[src/rtl/ssr_reset_sequencer.sv]
// Board-level reset sequencer: waits for a stable clock lock and a debounced button,
// then releases the domain resets one at a time and runs a heartbeat LED.
module ssr_reset_sequencer #(
    parameter int N_DOMAINS          = 2,
    parameter int LOCK_STABLE_CYCLES = 1024,
    parameter int STAGE_GAP_CYCLES   = 16,
    parameter int DEBOUNCE_CYCLES    = 1000000,
    parameter int HEARTBEAT_DIV      = 50000000
) (
    input  logic                 clk,
    input  logic                 rst,
    input  logic                 btn_rst,
    input  logic                 locked,
    output logic [N_DOMAINS-1:0] rst_out,
    output logic                 ready,
    output logic                 led_status,
    output logic [1:0]           state_dbg
);

    localparam logic [1:0] WAIT_LOCK   = 2'd0;
    localparam logic [1:0] LOCK_STABLE = 2'd1;
    localparam logic [1:0] RELEASE     = 2'd2;
    localparam logic [1:0] RUN         = 2'd3;

    localparam int STAB_W = (LOCK_STABLE_CYCLES > 1) ? $clog2(LOCK_STABLE_CYCLES) : 1;
    localparam int GAP_W  = (STAGE_GAP_CYCLES > 1) ? $clog2(STAGE_GAP_CYCLES) : 1;
    localparam int DB_W   = (DEBOUNCE_CYCLES > 1) ? $clog2(DEBOUNCE_CYCLES) : 1;
    localparam int HB_W   = (HEARTBEAT_DIV > 1) ? $clog2(HEARTBEAT_DIV) : 1;
    localparam int IDX_W  = (N_DOMAINS > 1) ? $clog2(N_DOMAINS) : 1;

    // The WAIT_LOCK exit edge already counts as the first stable cycle.
    localparam logic [STAB_W-1:0] STAB_LAST =
        STAB_W'((LOCK_STABLE_CYCLES >= 2) ? (LOCK_STABLE_CYCLES - 2) : 0);
    localparam logic [GAP_W-1:0]  GAP_LAST  = GAP_W'(STAGE_GAP_CYCLES - 1);
    localparam logic [DB_W-1:0]   DB_LAST   = DB_W'(DEBOUNCE_CYCLES - 1);
    localparam logic [HB_W-1:0]   HB_LAST   = HB_W'(HEARTBEAT_DIV - 1);
    localparam logic [IDX_W-1:0]  IDX_LAST  = IDX_W'(N_DOMAINS - 1);

    logic                 locked_m, locked_s;
    logic                 btn_m, btn_s;
    logic                 btn_db;
    logic [DB_W-1:0]      db_cnt;

    logic [1:0]           state;
    logic [STAB_W-1:0]    stab_cnt;
    logic [GAP_W-1:0]     gap_cnt;
    logic [IDX_W-1:0]     idx;
    logic [HB_W-1:0]      hb_cnt;
    logic [N_DOMAINS-1:0] rst_q;
    logic                 ready_q;
    logic                 led_q;

    logic                 abort;
    logic                 start_ok;
    logic [N_DOMAINS-1:0] release_mask;

    always_ff @(posedge clk or posedge rst) begin
        if (rst) begin
            locked_m <= 1'b0;
            locked_s <= 1'b0;
            btn_m    <= 1'b0;
            btn_s    <= 1'b0;
        end else begin
            locked_m <= locked;
            locked_s <= locked_m;
            btn_m    <= btn_rst;
            btn_s    <= btn_m;
        end
    end

    always_ff @(posedge clk or posedge rst) begin
        if (rst) begin
            btn_db <= 1'b0;
            db_cnt <= '0;
        end else if (btn_s == btn_db) begin
            db_cnt <= '0;
        end else if (db_cnt == DB_LAST) begin
            btn_db <= btn_s;
            db_cnt <= '0;
        end else begin
            db_cnt <= db_cnt + 1'b1;
        end
    end

    assign start_ok = locked_s && !btn_db;
    assign abort    = (state != WAIT_LOCK) && !start_ok;

    always_comb begin
        release_mask = '0;
        for (int i = 0; i < N_DOMAINS; i++) begin
            release_mask[i] = (idx == IDX_W'(i));
        end
    end

    // Abort outranks every transition, including the final release edge.
    always_ff @(posedge clk or posedge rst) begin
        if (rst) begin
            state    <= WAIT_LOCK;
            stab_cnt <= '0;
            gap_cnt  <= '0;
            idx      <= '0;
            hb_cnt   <= '0;
            rst_q    <= '1;
            ready_q  <= 1'b0;
            led_q    <= 1'b0;
        end else if (abort) begin
            state    <= WAIT_LOCK;
            stab_cnt <= '0;
            gap_cnt  <= '0;
            idx      <= '0;
            hb_cnt   <= '0;
            rst_q    <= '1;
            ready_q  <= 1'b0;
            led_q    <= 1'b0;
        end else begin
            case (state)
                WAIT_LOCK: begin
                    rst_q   <= '1;
                    ready_q <= 1'b0;
                    led_q   <= 1'b0;
                    if (start_ok) begin
                        stab_cnt <= '0;
                        gap_cnt  <= '0;
                        idx      <= '0;
                        led_q    <= 1'b1;
                        state    <= (LOCK_STABLE_CYCLES == 1) ? RELEASE : LOCK_STABLE;
                    end
                end
                LOCK_STABLE: begin
                    if (stab_cnt == STAB_LAST) begin
                        stab_cnt <= '0;
                        gap_cnt  <= '0;
                        idx      <= '0;
                        state    <= RELEASE;
                    end else begin
                        stab_cnt <= stab_cnt + 1'b1;
                    end
                end
                RELEASE: begin
                    if (gap_cnt == GAP_LAST) begin
                        gap_cnt <= '0;
                        rst_q   <= rst_q & ~release_mask;
                        if (idx == IDX_LAST) begin
                            idx     <= '0;
                            hb_cnt  <= '0;
                            ready_q <= 1'b1;
                            led_q   <= 1'b1;
                            state   <= RUN;
                        end else begin
                            idx <= idx + 1'b1;
                        end
                    end else begin
                        gap_cnt <= gap_cnt + 1'b1;
                    end
                end
                RUN: begin
                    if (hb_cnt == HB_LAST) begin
                        hb_cnt <= '0;
                        led_q  <= ~led_q;
                    end else begin
                        hb_cnt <= hb_cnt + 1'b1;
                    end
                end
                default: state <= WAIT_LOCK;
            endcase
        end
    end

    assign rst_out    = rst_q;
    assign ready      = ready_q;
    assign led_status = led_q;
    assign state_dbg  = state;

endmodule

[config.mk]
export PLATFORM = sky130hd
export DESIGN_NAME = ssr_reset_sequencer
export DESIGN_NICKNAME = d
export VERILOG_FILES = /design/src/rtl/ssr_reset_sequencer.sv
export SDC_FILE = /design/constraint.sdc
export NUM_CORES = 1
export LEC_CHECK = 0
export BUFFER_PORTS_ARGS = -buffer_cell sky130_fd_sc_hd__buf_2
export CELL_PAD_IN_SITES_DETAIL_PLACEMENT = 0
export CELL_PAD_IN_SITES_GLOBAL_PLACEMENT = 1
export CORE_UTILIZATION = 40
export DETAILED_ROUTE_END_ITERATION = 8
export GPL_ROUTABILITY_DRIVEN = 0
export MAX_ROUTING_LAYER = met4
export PLACE_DENSITY_LB_ADDON = 0.1
export SLEW_MARGIN = 5
export SYNTH_ARGS = -nofsm -noshare
export SYNTH_HDL_FRONTEND = slang
export SYNTH_SLANG_ARGS = --single-unit
[constraint.sdc]
create_clock -name clk -period 1.8 [get_ports clk]
set_input_delay 0.09 -clock clk [delete_from_list [all_inputs] [get_ports clk]]
set_output_delay 0.09 -clock clk [all_outputs]
set_load 0.01 [all_outputs]
==> results by group <==
Final layout
  – Post-Layout Inst Area: between 4000 and 5000 um2
  – Nets: around 500
  – Final Util: 55.5%
  – ANT cells: 0
  – Area grow syn2layout: 31.7%
  – Final non-filler cell total: 598
  – Share of cells above drive strength 1: about a third

Timing
  – Fmax: 532 MHz
  – Unrepaired setup endpoints after global routing: true
  – Fin crit share: 104%
  – Hold Vio Cnt, Final: 0
  – Post-route clock skew: roughly 0.011 ns
  – Slew headroom: approximately 79%
  – Slew Viols, Final: 0
  – Actual slew at the worst max-slew pin: about 0.31 ns
  – Crit path time final: 1.88 ns
  – Final setup viols: 26
  – Final setup margin: -0.0792 ns

Power
  – Worst-case vdd ir drop: 0.000567 V
  – Total Power: around 4.8 mW
  – Pwr Density: a little under 1000 nW/um2
  – LEAKAGE: roughly 2.1 nW

Yosys
  – Top-count cell post-synth: dfrtp_1
  – Yosys top cell by area: dfrtp_1
  – Synthesized netlist cell count: between 300 and 400
  – Synthesized cell area: 3750 um2
  – Seq/Total Area, Yosys: between 40% and 50%
  – Mapped Avg Cell Area: roughly 9.6 um2
  – Synth top area cells: dfrtp_1 47%, nor2_1 6.2%, xor2_1 5.8%, xnor2_1 4.0%, nand3_1 3.6%
  – Leading cell types by count after synthesis: 70 x dfrtp_1, 62 x nor2_1, 27 x nand2_1, 27 x nand3_1, 25 x xor2_1
  – EDFF count, synth: 0
  – Synth top area share: 46.8%
  – Asr flop ratio synth: 100%
  – Cell variety after synth: 53
  – Primary FF master, synth: dfrtp_1
  – Ys Warns: 0
  – Syn nets: about 400
  – Synthesis-stage register bit count: 72

GRT
  – Initial antenna violation count: 0
  – Largest net degree at the start of global routing: 44
  – Aggregate global-route resource usage: 19.2%
  – Vias in the first global route: between 2000 and 3000
  – First-pass GRT wire length: between 10 and 15 mm
  – Overflow after GRT: 0

Critical path
  – Critical path cell sequence: ha_2 -> nand3_2 -> or4_4 -> o21a_4 -> o21ai_4 -> buf_12 -> a21oi_1
  – Crit path max fanout: 24
  – CP required: around 2.0 ns
  – Critical path type: flip-flop to flip-flop
  – Buf/Inv on CP: 1
  – R2R cell count: 7
  – R2R setup slack: -0.08 ns
  – Reg-to-Reg Start: hb_cnt[0]
  – Cell family contributing the most delay on the critical path: simple AND/OR/NAND/NOR gates
  – Worst setup EP type: flip-flop
  – Worst path slowest cell: or4_4
  – CP startpoint kind: flip-flop
  – Max incr delay on CP: ~0.5 ns
  – FF-to-FF End: hb_cnt[22]
  – Arr. time, crit path: about 2.1 ns

Status
  – Status: finished, violations left
  – Failing checks: negative setup slack

Job
  – Maxcap violations: 0

Route
  – WL final: 8.23 mm
  – Remaining antenna violation count: 0
  – Routed vias: approximately 3100
  – DR WL/cell: about 14 um
  – Drt first pass iters: 4
  – Vias per cell: ~5
  – Initial DRC count: 125
  – DRC errors left: 0

Floorplanning
  – Initial Utilization: 42.1%
  – Rows: 34
  – Die Wd: about 99 um
  – Die area: between 9000 and 10000 um2
  – DIE HEIGHT: 98.8 um
  – IO Count: 10
  – Core Footprint: between 8000 and 9000 um2

Placed design
  – Inst Count DP: around 570
  – Post-DP HPWL: 5.81 mm
  – DP Area: approximately 4500 um2
  – Setup WS pre-CTS: -0.0876 ns
  – PortBufs: 9

Worst hold path
  – HP Class: input port to asynchronous set/reset pin

CTS
  – Root buffer cell: clkbuf_8
  – CTS tree: built
  – Sink Count: around 70
  – CTS max path bufs: 2
  – TritonCTS buffer count: 9
  – CTS H-tree depth: 3
  – CTS clk-pin slew, worst paths: approximately 0.080 ns
  – Worst skew pair latency: around 0.34 ns
## layout make-up
class / instances / area, um2
inverter: 13 / 56.3
clock buffer: 9 / 124
timing repair buffer: 94 / 742
sequential: 72 / 1810
clock inverter: 6 / 37.5
multi-input combinational: 296 / 2030
fill: 804 / 3960
tap: 108 / 135
## metrics by stage
stage	hold slack, ns	setup TNS (ns)
6_report	0.230	-1.64
5_1_grt	0.254	-4.66
3_5_place_dp	0.0626	-3.06
4_1_cts	0.219	-2.13
2_1_floorplan	0.121	-1.76
3_3_place_gp	0.0548	-1.92
## cell usage in the layout (no fill, tap or decap), types with 4 or more instances in the layout
master      count
buf_6           7
and3_1         11
o21ai_1         7
xnor2_1        17
clkinvlp_4      5
buf_2           9
buf_4          73
clkbuf_8        9
nand2_1        27
or3_1           5
and4_1          4
o21ai_0        11
dfrtp_1        68
inv_1           9
nand2b_1        4
nand4_1        16
ha_1            4
a21oi_1         8
nor2_1         62
nor3_1          6
xor2_1         25
nand3_1        26
## layer usage
metal	vias up	global-route usage (%)	wire [um]
li1	1559	-	-
met1	1470	25.8	4170
met2	20	29.2	3830
met3	12	2.77	111
met4	0	7.58	122
met5	-	-	0
## report_power, final
group / switching, mW / internal, mW
registers: 0.0753 / 1.72
logic: 0.991 / 0.917
clock network: 0.626 / 0.484
## worst max-delay path by stage
| stage | startpoint | endpoint | cells past startpoint |
|---|---|---|---|
| 3_3_place_gp | state_dbg[0] | hb_cnt[14] | 8 |
| 3_5_place_dp | state_dbg[0] | hb_cnt[14] | 8 |
| 4_1_cts | hb_cnt[0] | hb_cnt[22] | 7 |
| 6_report | hb_cnt[0] | hb_cnt[22] | 7 |
| 2_1_floorplan | hb_cnt[0] | hb_cnt[1] | 7 |
| 5_1_grt | hb_cnt[0] | hb_cnt[2] | 7 |
## registers in the layout (all words and copies together) (netlist names), 2 cells and up
register and flops:
stab_cnt 10, hb_cnt 26, state_dbg 2, rst_out 2, db_cnt 20, gap_cnt 4
## cells by family (layout without fill, tap and decap cells)
logic type	after synthesis	count (layout)	synth area share, %
compound gates	52	53	9.62
fa+ha+maj	9	9	3.01
buf+inv	22	122	2.91
mux	3	3	0.835
flops	72	72	48.2
xor+xnor	42	42	9.82
simple gates	189	189	25.7
## tightest hold or removal path: stages
cell	delay, ns
dlygate4sd3_1	0.53
buf_2	0.13
clkinvlp_4	0.21
## what timing repair did
item,CTS,global route
hold endpoints to repair,47,0
resized for setup,15,38
cloned,1,1
buffers inserted,5,5
endpoints found under the setup margin,55,59
hold buffers,3,0
pin swaps,7,20
Note: power is estimated with default switching activity, not from simulation.
